$ cat config.mk
export PLATFORM = sky130hd
export DESIGN_NAME = ai_vector_core
export DESIGN_NICKNAME = d
export VERILOG_FILES = /design/src/rtl/ai_vector_core.sv
export SDC_FILE = /design/constraint.sdc
export NUM_CORES = 2
export LEC_CHECK = 0
export ABC_AREA = 1
export ABC_CLOCK_PERIOD_IN_PS = 6200
export BUFFER_PORTS_ARGS = -buffer_cell sky130_fd_sc_hd__buf_2
export CORE_MARGIN = 2
export CORE_UTILIZATION = 53
export CTS_BUF_LIST = sky130_fd_sc_hd__clkbuf_16
export DETAILED_ROUTE_END_ITERATION = 6
export PLACE_DENSITY_LB_ADDON = 0.05
export SLEW_MARGIN = 20
export SYNTH_ARGS = -nofsm -noshare
export SYNTH_HDL_FRONTEND = slang
export SYNTH_SLANG_ARGS = --single-unit
$ cat constraint.sdc
create_clock -name clk -period 6.2 [get_ports clk]
set_input_delay 0.31 -clock clk [delete_from_list [all_inputs] [get_ports clk]]
set_output_delay 0.31 -clock clk [all_outputs]
set_load 0.01 [all_outputs]
$ cat src/rtl/ai_vector_core.sv
`default_nettype none
// ============================================================================
// Module   : ai_vector_core
// Brief    : LANES-wide signed vector core (bias-add, bias-add+ReLU, lane
//            accumulate) with valid/ready on both sides and a 2-stage pipe.
// Revision : 1.0  initial release
// ============================================================================
module ai_vector_core #(
  parameter int DATA_WIDTH = 32,
  parameter int LANES      = 4,
  parameter int ACC_WIDTH  = 48
) (
  input  logic                        clk,
  input  logic                        reset_n,
  input  logic                        in_valid,
  output logic                        in_ready,
  input  logic [LANES*DATA_WIDTH-1:0] in_data,
  input  logic                        in_last,
  input  logic [1:0]                  mode,
  input  logic [DATA_WIDTH-1:0]       bias,
  output logic                        out_valid,
  input  logic                        out_ready,
  output logic [LANES*DATA_WIDTH-1:0] out_data,
  output logic                        out_last,
  output logic                        out_sat,
  output logic                        busy
);
  localparam logic [1:0] MODE_RELU = 2'd1;
  localparam logic [1:0] MODE_ACC  = 2'd2;
  localparam int         EXT       = ACC_WIDTH - DATA_WIDTH;

  typedef enum logic [0:0] {ST_IDLE = 1'b0, ST_RUN = 1'b1} state_t;

  function automatic logic [ACC_WIDTH-1:0] sext(input logic [DATA_WIDTH-1:0] x);
    return {{EXT{x[DATA_WIDTH-1]}}, x};
  endfunction

  // Returns {clipped flag, lane}; the value fits when all bits above the sign agree.
  function automatic logic [DATA_WIDTH:0] clip(input logic [ACC_WIDTH-1:0] v, input logic relu);
    logic [DATA_WIDTH-1:0] r;
    logic                  fits;
    fits = (&v[ACC_WIDTH-1:DATA_WIDTH-1]) || !(|v[ACC_WIDTH-1:DATA_WIDTH-1]);
    if (fits)                r = v[DATA_WIDTH-1:0];
    else if (v[ACC_WIDTH-1]) r = {1'b1, {(DATA_WIDTH-1){1'b0}}};
    else                     r = {1'b0, {(DATA_WIDTH-1){1'b1}}};
    if (relu && r[DATA_WIDTH-1]) r = '0;
    return {!fits, r};
  endfunction

  state_t                      state_q, state_d;
  logic                        rdy_q;
  logic [1:0]                  mode_q, mode_d;
  logic [DATA_WIDTH-1:0]       bias_q, bias_d;
  logic [LANES*ACC_WIDTH-1:0]  acc_q, acc_d;
  logic                        s1_valid_q, s1_valid_d, s1_last_q, s1_last_d, s1_relu_q, s1_relu_d;
  logic [LANES*ACC_WIDTH-1:0]  s1_val_q, s1_val_d;
  logic                        s2_valid_q, s2_valid_d, s2_last_q, s2_last_d, s2_sat_q, s2_sat_d;
  logic [LANES*DATA_WIDTH-1:0] s2_data_q, s2_data_d;

  logic                        s1_advance, in_fire, produce, is_acc;
  logic [1:0]                  mode_eff;
  logic [DATA_WIDTH-1:0]       bias_eff;
  logic [LANES*ACC_WIDTH-1:0]  acc_sum, lane_res;
  logic [DATA_WIDTH:0]         clipped;

  // mode/bias come straight from the ports on a packet's first beat, else from the latch
  always_comb begin
    s1_advance = !s2_valid_q || out_ready;
    in_ready   = rdy_q && (!s1_valid_q || s1_advance);
    in_fire    = in_valid && in_ready;
    mode_eff   = (state_q == ST_IDLE) ? mode : mode_q;
    bias_eff   = (state_q == ST_IDLE) ? bias : bias_q;
    is_acc     = (mode_eff == MODE_ACC);
    produce    = in_fire && (!is_acc || in_last);
  end

  always_comb begin
    acc_sum  = '0;
    lane_res = '0;
    for (int i = 0; i < LANES; i++) begin
      acc_sum[i*ACC_WIDTH +: ACC_WIDTH] =
        ((state_q == ST_IDLE) ? {ACC_WIDTH{1'b0}} : acc_q[i*ACC_WIDTH +: ACC_WIDTH])
        + sext(in_data[i*DATA_WIDTH +: DATA_WIDTH]);
      lane_res[i*ACC_WIDTH +: ACC_WIDTH] = is_acc ? acc_sum[i*ACC_WIDTH +: ACC_WIDTH]
        : sext(in_data[i*DATA_WIDTH +: DATA_WIDTH]) + sext(bias_eff);
    end
  end

  always_comb begin
    state_d = state_q;
    mode_d  = mode_q;
    bias_d  = bias_q;
    acc_d   = acc_q;
    if (in_fire) begin
      state_d = in_last ? ST_IDLE : ST_RUN;
      if (state_q == ST_IDLE) begin
        mode_d = mode;
        bias_d = bias;
      end
      if (is_acc) acc_d = in_last ? '0 : acc_sum;
    end
  end

  // Stage 1 holds the wide (unclipped) result; stage 2 clips and drives the outputs.
  always_comb begin
    s1_valid_d = s1_valid_q;
    s1_last_d  = s1_last_q;
    s1_relu_d  = s1_relu_q;
    s1_val_d   = s1_val_q;
    if (!s1_valid_q || s1_advance) begin
      s1_valid_d = produce;
      if (produce) begin
        s1_last_d = in_last;
        s1_relu_d = (mode_eff == MODE_RELU);
        s1_val_d  = lane_res;
      end
    end
  end

  always_comb begin
    s2_valid_d = s2_valid_q;
    s2_last_d  = s2_last_q;
    s2_sat_d   = s2_sat_q;
    s2_data_d  = s2_data_q;
    clipped    = '0;
    if (s1_advance) begin
      s2_valid_d = s1_valid_q;
      if (s1_valid_q) begin
        s2_last_d = s1_last_q;
        s2_sat_d  = 1'b0;
        for (int i = 0; i < LANES; i++) begin
          clipped = clip(s1_val_q[i*ACC_WIDTH +: ACC_WIDTH], s1_relu_q);
          s2_data_d[i*DATA_WIDTH +: DATA_WIDTH] = clipped[DATA_WIDTH-1:0];
          s2_sat_d = s2_sat_d | clipped[DATA_WIDTH];
        end
      end
    end
  end

  always_ff @(posedge clk or negedge reset_n) begin
    if (!reset_n) begin
      state_q    <= ST_IDLE;
      rdy_q      <= 1'b0;
      mode_q     <= '0;
      bias_q     <= '0;
      acc_q      <= '0;
      s1_valid_q <= 1'b0;
      s1_last_q  <= 1'b0;
      s1_relu_q  <= 1'b0;
      s1_val_q   <= '0;
      s2_valid_q <= 1'b0;
      s2_last_q  <= 1'b0;
      s2_sat_q   <= 1'b0;
      s2_data_q  <= '0;
    end else begin
      state_q    <= state_d;
      rdy_q      <= 1'b1;
      mode_q     <= mode_d;
      bias_q     <= bias_d;
      acc_q      <= acc_d;
      s1_valid_q <= s1_valid_d;
      s1_last_q  <= s1_last_d;
      s1_relu_q  <= s1_relu_d;
      s1_val_q   <= s1_val_d;
      s2_valid_q <= s2_valid_d;
      s2_last_q  <= s2_last_d;
      s2_sat_q   <= s2_sat_d;
      s2_data_q  <= s2_data_d;
    end
  end

  assign out_valid = s2_valid_q;
  assign out_data  = s2_data_q;
  assign out_last  = s2_last_q;
  assign out_sat   = s2_sat_q;
  assign busy      = (state_q == ST_RUN) || s1_valid_q || s2_valid_q;

endmodule
`default_nettype wire

==> results by group <==
Synth
  • Number of synthesized register bits: 554
  • Yosys top cell by area: dfrtp_1
  • Syn Nets: 9099
  • Ranking of synthesized cells by area: dfrtp_1 28%, nand2_1 27%, inv_1 11%, ha_1 7.9%, nor2_1 5.2%
  • Yosys warns: 0
  • Register area share after synthesis: 27.7%
  • Mapped Area: 50000 sq um
  • Synth top area share: 27.7%
  • Distinct cells, synth: 39
  • Syn Area/Cell: 5.81 sq um
  • Syn Inst Count: 8608

Clock network
  • Clk buf depth: 3
  • CTS root buf: clkbuf_16
  • Reg clk slew, reported paths: 60 ps
  • TritonCTS clock tree: done
  • Worst-Skew Late Latency: 680 ps
  • H-tree levels: 3
  • Post-CTS Hold Buffers: 4
  • CTS buffer count: 68
  • Postcts setup bufs: 0
  • CTS resizes: 0
  • TritonCTS Sinks: 554

Worst hold path
  • Worst hold path type: input port to register
  • HP Start: mode[1]

Flow run
  • Number of max-cap violations: 0

Layout
  • Final #Nets: 9294
  • Commonest non-fill, non-tap cells in the layout: 3612 x nand2_1, 1417 x inv_1, 699 x nor2_1
  • Layout area overhead: 9.79%
  • Commonest non-fill, non-tap cell in the layout: nand2_1
  • Share of layout cells above drive strength 1: 5.69%

Pwr
  • Worst IR Drop VDD: 0.351 mV
  • PwrDens: 342 nW/um^2
  • Leak: 0.0324 uW
  • Overall Power: 18800 uW

Worst setup path
  • Worst path slowest cell: dfrtp_4
  • Crit path max-delay family: simple AND/OR/NAND/NOR gates
  • Worst-path fanout max: 49
  • WP buf/inv: 4
  • Critical Path RT: 6770 ps
  • Crit-path cells: inv_2, buf_4, o21ai_1, ha_1, nand2_1, inv_1, a21oi_1, nand2_1, nand2_1, nand2_1, nand2_1, nand2_1, nand2_1, nand3_1, nand2_1, inv_1, a21oi_1
  • Critical Path Start: state_q$_DFFE_PN0P_
  • CP endpoint kind: register
  • Kind of critical path: register to register
  • Most used cell, CP: nand2_1
  • FF-to-FF setup slack: 1390 ps
  • R2R Path Start: state_q$_DFFE_PN0P_
  • Critical Path Start Type: register
  • WP data arrival: 5380 ps
  • CP peak stage delay: 860 ps

GRT
  • Met3 usage: 7.70%
  • First-pass GRT wire length: 289000 microns
  • M2 GR Usage: 58.9%
  • GR met1 Demand/Resource: 50.9%
  • Pin count of the biggest net entering global routing: 170
  • GRT Residual Overflow: 0
  • Initial antenna violation count: 23
  • Vias in the first global route: 50100
  • GRT Util Overall: 38.2%
  • GRT busiest layer: met2

Route
  • Vias per cell: 5.42
  • DR vias: 54900
  • Initial drt markers: 5435
  • Residual DRC count: 0
  • Final WL: 189000 microns
  • Routed length per instance: 18.7 microns
  • Pre-antenna DRT Iters: 7
  • Post-route antenna net violation count: 0

Floorplan
  • Num rows: 112
  • DIE WIDTH: 311 microns
  • Core box area: 93300 sq um
  • DIE AREA: 96800 sq um
  • Total I/O pin count: 300
  • Die Ht: 311 microns
  • Starting Density: 53.6%

STA
  • Post-layout minimum cycle time: 4810 ps
  • Setup tns final: 0 ps
  • Count of final hold-check violations: 0
  • Setup-failing EPs final: 0
  • Worst Max-Slew Pin Slew: 1150 ps
  • RSZ-0062 raised after global routing: false
  • Relative max-transition margin: 22.8%
  • Final setup skew: 45.2 ps
  • Final slew viol count: 0
  • Fmax: 0.208 GHz
  • Final worst-path cycle share: 77.6%

Place
  • Port Buffers: 299
  • Routability cong.: 1.07
  • Post-DP HPWL: 148000 microns

Status
  • Status: completed
where the power goes:
part | switching [uW] | internal (uW)
sequential | 952 | 5020
clock | 1770 | 2340
combinational | 5910 | 2800
total | 8630 | 10200
synth_stat cells, drive strengths merged:
library cell and instances:
nand3b 55, fa 8, a31oi 69, conb 1, ha 316, mux2i 1, a21oi 407, a21boi 3
o22ai 1, xnor2 1, clkbuf 111, nor4 32, dfrtp 554, o21a 1, o21ai 469, buf 106
or2 27, nor2 702, nand2 3619, o21bai 24, xor2 13, a21o 10, nand3 522, nand4 76
and2 8, nor3 59, inv 1413
cells by family after synthesis:
| kind of cell | after synthesis | share of synthesized area (%) |
|---|---|---|
| compound gates | 984 | 10.2 |
| buf+inv | 1630 | 12.6 |
| mux | 1 | 0.0451 |
| xor+xnor | 14 | 0.245 |
| simple gates | 5100 | 40.9 |
| other cells | 1 | 0.00750 |
| fa+ha+maj | 324 | 8.23 |
| flops | 554 | 27.7 |
final timing paths:
kind / depth (start not counted) / to
hold / removal: 3 / mode_q[1]$_DFFE_PN0P_
min in group asynchronous: 2 / acc_q[140]$_DFFE_PN0P_
hold reg to reg: 2 / out_data[27]$_DFFE_PN0P_
max in group asynchronous: 3 / s1_val_q[117]$_DFFE_PN0P_
setup / recovery: 17 / s1_val_q[190]$_DFFE_PN0P_
setup reg to reg: 17 / s1_val_q[190]$_DFFE_PN0P_
worst register-to-register path: cells and delay by family (launching register included):
family | cells | cell delay (ps)
adders and majority gates | 1 | 430
buffers and inverters | 4 | 1020
and+or+nand+nor | 9 | 1270
DFF | 1 | 860
AOI/OAI and AO/OA | 3 | 1140
sequential cells by signal, indices dropped and copies added (netlist names):
register / cells
acc_q: 192
bias_q: 32
mode_q: 2
out_data: 128
out_last: 1
out_sat: 1
out_valid: 1
rdy_q: 1
s1_last_q: 1
s1_relu_q: 1
s1_val_q: 192
s1_valid_q: 1
state_q: 1
metrics by stage:
stage	std cells	cell area (sq um)	hold slack [ps]	worst slack (ps)	utilization, %
finish	10100	54900	36.0	1390	58.8
global route	10100	54900	54.5	1120	58.8
CTS	10100	54800	8.69	1560	58.8
detailed placement	9983	52600	315	1560	56.3
global placement	9983	52600	309	1680	56.3
floorplan	8608	50000	14.4	2900	-
routing by layer:
layer | up-vias | routed length, microns
met1 | 25000 | 80400
met4 | 20 | 10900
li1 | 27100 | -
met2 | 2225 | 80800
met3 | 467 | 16600
met5 | - | 126
layout make-up:
| type | instances | area [sq um] |
|---|---|---|
| Clock inverter | 53 | 450 |
| Tap cell | 1254 | 1570 |
| Antenna cell | 14 | 35.0 |
| Fill cell | 9689 | 38500 |
| Multi-Input combinational cell | 6424 | 29900 |
| Clock buffer | 71 | 1780 |
| Sequential cell | 554 | 13900 |
| Timing Repair Buffer | 342 | 1930 |
| Inverter | 1413 | 5330 |
No activity file was read; power rests on OpenSTA's default activity.
